`src/rtl/pattern_sequencer.sv`:
```
// ============================================================================
// Module   : pattern_sequencer
// Brief    : Two-requester arbiter + pattern-memory fetch + handshaked serializer.
//            Define PATSEQ_ROUND_ROBIN_EN for round-robin arbitration (default: REQ0 priority).
// Revision : 1.0
// ============================================================================
`default_nettype none

module pattern_sequencer (
  input  logic       CLOCK,
  input  logic       CLEAR_N,
  input  logic       REQ0,
  input  logic [2:0] ADDR0,
  input  logic       REQ1,
  input  logic [2:0] ADDR1,
  output logic       GNT0,
  output logic       GNT1,
  output logic [2:0] MEM_ADDR,
  input  logic [0:7] MEM_DATA,
  output logic       SER_OUT,
  output logic       SER_VALID,
  input  logic       SER_READY,
  output logic [2:0] BIT_IDX,
  output logic       BUSY,
  output logic       DONE
);

`ifdef PATSEQ_ROUND_ROBIN_EN
  localparam logic c_ROUND_ROBIN = 1'b1;
`else
  localparam logic c_ROUND_ROBIN = 1'b0;
`endif

  typedef enum logic [1:0] {
    ST_IDLE  = 2'd0,
    ST_FETCH = 2'd1,
    ST_SHIFT = 2'd2,
    ST_DONE  = 2'd3
  } state_t;

  state_t     r_state, w_state;
  logic       r_gnt0, w_gnt0;
  logic       r_gnt1, w_gnt1;
  logic [2:0] r_mem_addr, w_mem_addr;
  logic [0:7] r_shreg, w_shreg;
  logic [2:0] r_bit_idx, w_bit_idx;
  logic       r_valid, w_valid;
  logic       r_busy, w_busy;
  logic       r_done, w_done;
  logic       r_last, w_last;
  logic       w_req_any;
  logic       w_pick1;
  logic       w_grant;

  assign w_req_any = REQ0 | REQ1;
  // Requester 1 wins alone, or on a tie when round-robin says it is its turn.
  assign w_pick1   = REQ1 & (~REQ0 | (c_ROUND_ROBIN & ~r_last));

  always_ff @(posedge CLOCK or negedge CLEAR_N) begin
    if (!CLEAR_N) begin
      r_state    <= ST_IDLE;
      r_gnt0     <= 1'b0;
      r_gnt1     <= 1'b0;
      r_mem_addr <= 3'd0;
      r_shreg    <= 8'd0;
      r_bit_idx  <= 3'd0;
      r_valid    <= 1'b0;
      r_busy     <= 1'b0;
      r_done     <= 1'b0;
      r_last     <= 1'b1;
    end else begin
      r_state    <= w_state;
      r_gnt0     <= w_gnt0;
      r_gnt1     <= w_gnt1;
      r_mem_addr <= w_mem_addr;
      r_shreg    <= w_shreg;
      r_bit_idx  <= w_bit_idx;
      r_valid    <= w_valid;
      r_busy     <= w_busy;
      r_done     <= w_done;
      r_last     <= w_last;
    end
  end

  always_comb begin
    w_state    = r_state;
    w_gnt0     = 1'b0;
    w_gnt1     = 1'b0;
    w_mem_addr = r_mem_addr;
    w_shreg    = r_shreg;
    w_bit_idx  = r_bit_idx;
    w_valid    = r_valid;
    w_busy     = r_busy;
    w_done     = 1'b0;
    w_last     = r_last;
    w_grant    = 1'b0;

    case (r_state)
      ST_IDLE: begin
        w_grant = w_req_any;
      end
      ST_FETCH: begin
        w_shreg   = MEM_DATA;
        w_bit_idx = 3'd0;
        w_valid   = 1'b1;
        w_state   = ST_SHIFT;
      end
      ST_SHIFT: begin
        if (SER_READY) begin
          if (r_bit_idx == 3'd7) begin
            w_valid   = 1'b0;
            w_done    = 1'b1;
            w_bit_idx = 3'd0;
            w_state   = ST_DONE;
          end else begin
            w_bit_idx = r_bit_idx + 3'd1;
          end
        end
      end
      ST_DONE: begin
        // The closing edge of DONE may already grant, giving a 10-cycle pattern period.
        w_busy  = 1'b0;
        w_state = ST_IDLE;
        w_grant = w_req_any;
      end
      default: begin
        w_state = ST_IDLE;
      end
    endcase

    if (w_grant) begin
      w_gnt0     = ~w_pick1;
      w_gnt1     = w_pick1;
      w_mem_addr = w_pick1 ? ADDR1 : ADDR0;
      w_busy     = 1'b1;
      w_last     = w_pick1;
      w_state    = ST_FETCH;
    end
  end

  assign GNT0      = r_gnt0;
  assign GNT1      = r_gnt1;
  assign MEM_ADDR  = r_mem_addr;
  assign SER_OUT   = r_valid & r_shreg[r_bit_idx];
  assign SER_VALID = r_valid;
  assign BIT_IDX   = r_bit_idx;
  assign BUSY      = r_busy;
  assign DONE      = r_done;

endmodule

`default_nettype wire

```
`config.mk`:
```
export PLATFORM = sky130hd
export DESIGN_NAME = pattern_sequencer
export DESIGN_NICKNAME = d
export VERILOG_FILES = /design/src/rtl/pattern_sequencer.sv
export SDC_FILE = /design/constraint.sdc
export NUM_CORES = 1
export LEC_CHECK = 0
export ABC_AREA = 1
export BUFFER_PORTS_ARGS = -buffer_cell sky130_fd_sc_hd__buf_2
export CORE_MARGIN = 2
export CORE_UTILIZATION = 40
export CTS_CLUSTER_DIAMETER = 60
export CTS_CLUSTER_SIZE = 10
export DETAILED_ROUTE_END_ITERATION = 7
export SYNTH_ARGS = -nofsm -noshare
export SYNTH_HDL_FRONTEND = slang
export SYNTH_SLANG_ARGS = --single-unit
export TNS_END_PERCENT = 100
```
`constraint.sdc`:
```
create_clock -name CLOCK -period 3.2 [get_ports CLOCK]
set_input_delay 0.48 -clock CLOCK [delete_from_list [all_inputs] [get_ports CLOCK]]
set_output_delay 0.48 -clock CLOCK [all_outputs]
set_load 0.01 [all_outputs]
```
==> results.md <==
- Status: finished clean
- Layout cells sized above 1: 25.00%
- #FFs+latches synth: 21
- Worst Path Max Fanout: 7
- Critical path arrival: ~1400 ps
- Async SR Flop Fraction: 100.0%
- Synth cell types: 16
- Starting density of the core: around two fifths
- Leakage power: a little under 0.7 nW
- Final setup fails: 0
- IO Pins: 31
- P&R area growth vs syn: 19.43%
- Hold buffers post-CTS: 0
- Tcrit/Tclk final: 58.71%
- Row cnt: 18
- Post-cts gate resize count: 0
- Worst-Margin Slew: 522.5 ps
- Root Driver: clkbuf_4
- Psw: 435.5 uW
- Die width: roughly 54 um
- Pwr per Cell Area: 851.1 nW/um2
- Antenna violations before repair: 0
- Net Sw Frac: between 40% and 50%
- Gr usage total: approximately 15%
- CTS tree: built
- CP Launch Type: register
- Mapped Area: approximately 1000 um2
- Core Area: 2432 um2
- Seq/Total Area, Yosys: between 50% and 60%
- Final hold vios: 0
- Clock tree sinks: 21
- P_int: roughly 600 uW
- Number of flops mapped to enable cells by yosys: 0
- Synth warn: 0
- VDD IR-drop max: 0.4953 mV
- Number of global-route vias before repair: 770
- Global-route wire length before repair: ~3.2 mm
- Clk slew on worst S/H paths: roughly 130 ps
- Min Tclk post-route: between 1500 and 2000 ps
- Slew Limit Fails: 0
- Via count: 843
- Logic pwr share: approximately 47%
- IO Port Bufs: 30
- CP max-delay cell: dfrtp_1
- Worst Hold Class: input pin to async pin
- Largest net degree at the start of global routing: 22
- Crit path required time: around 2700 ps
- Wire per inst: roughly 11 um
- Worst Reg-to-Reg Cells: 7
- Max Root-Sink Buffers: 2
- Ys flop type: dfrtp_1
- Drt drc: 0
- Crit-path cells: inv_2 -> nand2_1 -> nand3_1 -> nand3_1 -> nand2_1 -> nor2_1 -> buf_2
- Cell count after synthesis: 120
- Die height: 54.43 um
- Die ar.: ~3000 um2
- CTS buffer count: 3
- Clk_lat worst skew: 310 ps
- CP Depth: 7
- Via/cell ratio: around 4.6
- Nets: 178
- Max-Cap Viols: 0
- CP Buf/Inv Count: 2
- CP max stage delay: 490 ps
- Crit. End Element: output pin
- Dpl hpwl: ~1.5 mm
- Final Util: between 40% and 50%
- Antenna Nets Post-Route: 0
- DR pass1 iterations: 4
- Syn Nets: roughly 150
- Crit-path leading delay family: flip-flops
- Syn Area/Cell: 8.477 um2
- GRT overflow: 0
- Fmax: between 500 and 600 MHz
- CP Class: register to output pin
- Gp weighted congestion: approximately 0.72
- Clock power share: between 10% and 20%
- Slew headroom: 65.16%
- Final clock skew: between 15 and 20 ps
- Post-CTS Setup Inserts: 0
- Sequential fraction of design power: around two fifths
- RSZ-0062 raised after global routing: false
- # diodes: 0
- Drt initial violations: 16
- H-tree Lvls: 1
- TNS Setup: 0 ps
- Routed Wire Length: roughly 2.0 mm
## final timing paths
path | start | endpoint | slack, ps
worst min register to register | BUSY | BUSY | 490
min in group CLOCK | MEM_DATA[7] | r_shreg[7] | 360
worst max register to register | r_state[1] | r_state[0] | 1640
worst min-delay path | CLEAR_N | r_shreg[4] | 100
worst max-delay path | BIT_IDX[0] | SER_OUT | 1320
max in group asynchronous | CLEAR_N | GNT0 | 2770
## cell usage after synthesis (2+ instances only)
cell type  count  area, um2
nand3_1       10      50.05
a22oi_1        3      22.52
o21ai_0       11      55.05
nand2_1       38      142.6
inv_1         18      67.56
dfrtp_1       21      525.5
o21ai_1        2      10.01
nor2_1         4      15.01
ha_1           6      75.07
## sequential cells by signal (all words and copies together) (netlist names)
| name | cells |
|---|---|
| SER_VALID | 1 |
| MEM_ADDR | 3 |
| BIT_IDX | 3 |
| BUSY | 1 |
| GNT0 | 1 |
| GNT1 | 1 |
| DONE | 1 |
| r_state | 2 |
| r_shreg | 8 |
## power groups by stage
| stage | clock (mW) | combinational [mW] | sequential, mW |
|---|---|---|---|
| finish | 0.132 | 0.480 | 0.422 |
| global route | 0.146 | 0.564 | 0.434 |
| global placement | 0 | 0.475 | 0.424 |
| floorplan | 0 | 0.350 | 0.438 |
| detailed placement | 0 | 0.487 | 0.429 |
| CTS | 0.134 | 0.489 | 0.424 |
## cells in the final DEF, fill, tap and decap left out, types with 2 or more instances in the layout
cell,count
dfrtp_1,21
inv_1,18
nor2_1,4
nand3_1,10
buf_2,30
o21ai_0,11
ha_1,6
nand2_1,38
o21ai_1,2
clkbuf_4,3
a22oi_1,3
## final cells by class
class	count	area [um2]
inverter	19	71.32
tap	30	37.54
fill	255	1217
multi-input combinational	78	404.1
clock buffer	4	26.28
sequential	21	525.5
timing repair buffer	30	150.1
## stage by stage
stage                     setup slack [ps]  area [um2]  hold WS (ps)  total power [mW]  instances
after floorplan                       1770        1017         184.4            0.7876        120
after global placement                1687        1189         461.8            0.8989        178
after detailed placement              1649        1189         469.2            0.9157        178
after CTS                             1312        1215         122.5             1.047        182
after global routing                  1175        1215         130.2             1.143        182
final                                 1321        1215         96.49             1.034        182
## worst reg2reg max path, stage by stage (launching register included)
cell and delay (ps):
dfrtp_1 450, inv_1 80, ha_1 480, nor2_1 80
nand2_1 90, nand3_2 90, o21ai_1 130, nand2_1 60
## metal layers
metal	global-route usage, %	up-vias	share of wire, %
met4	7.500	0	1.0
met2	28.11	23	49
met3	2.459	4	6.0
li1	-	441	-
met1	16.44	375	43
met5	0	-	0
## cells by family (layout without fill, tap and decap cells)
logic type / count (synthesis) / in the layout / share of synthesized area [%]
AND/OR/NAND/NOR: 54 / 54 / 22.02
adder cells (fa/ha/maj): 6 / 6 / 7.380
AO/OA/AOI/OAI: 18 / 18 / 10.33
buffers and inverters: 21 / 53 / 8.609
flip-flops: 21 / 21 / 51.66
No activity file was read; power rests on OpenSTA's default activity.
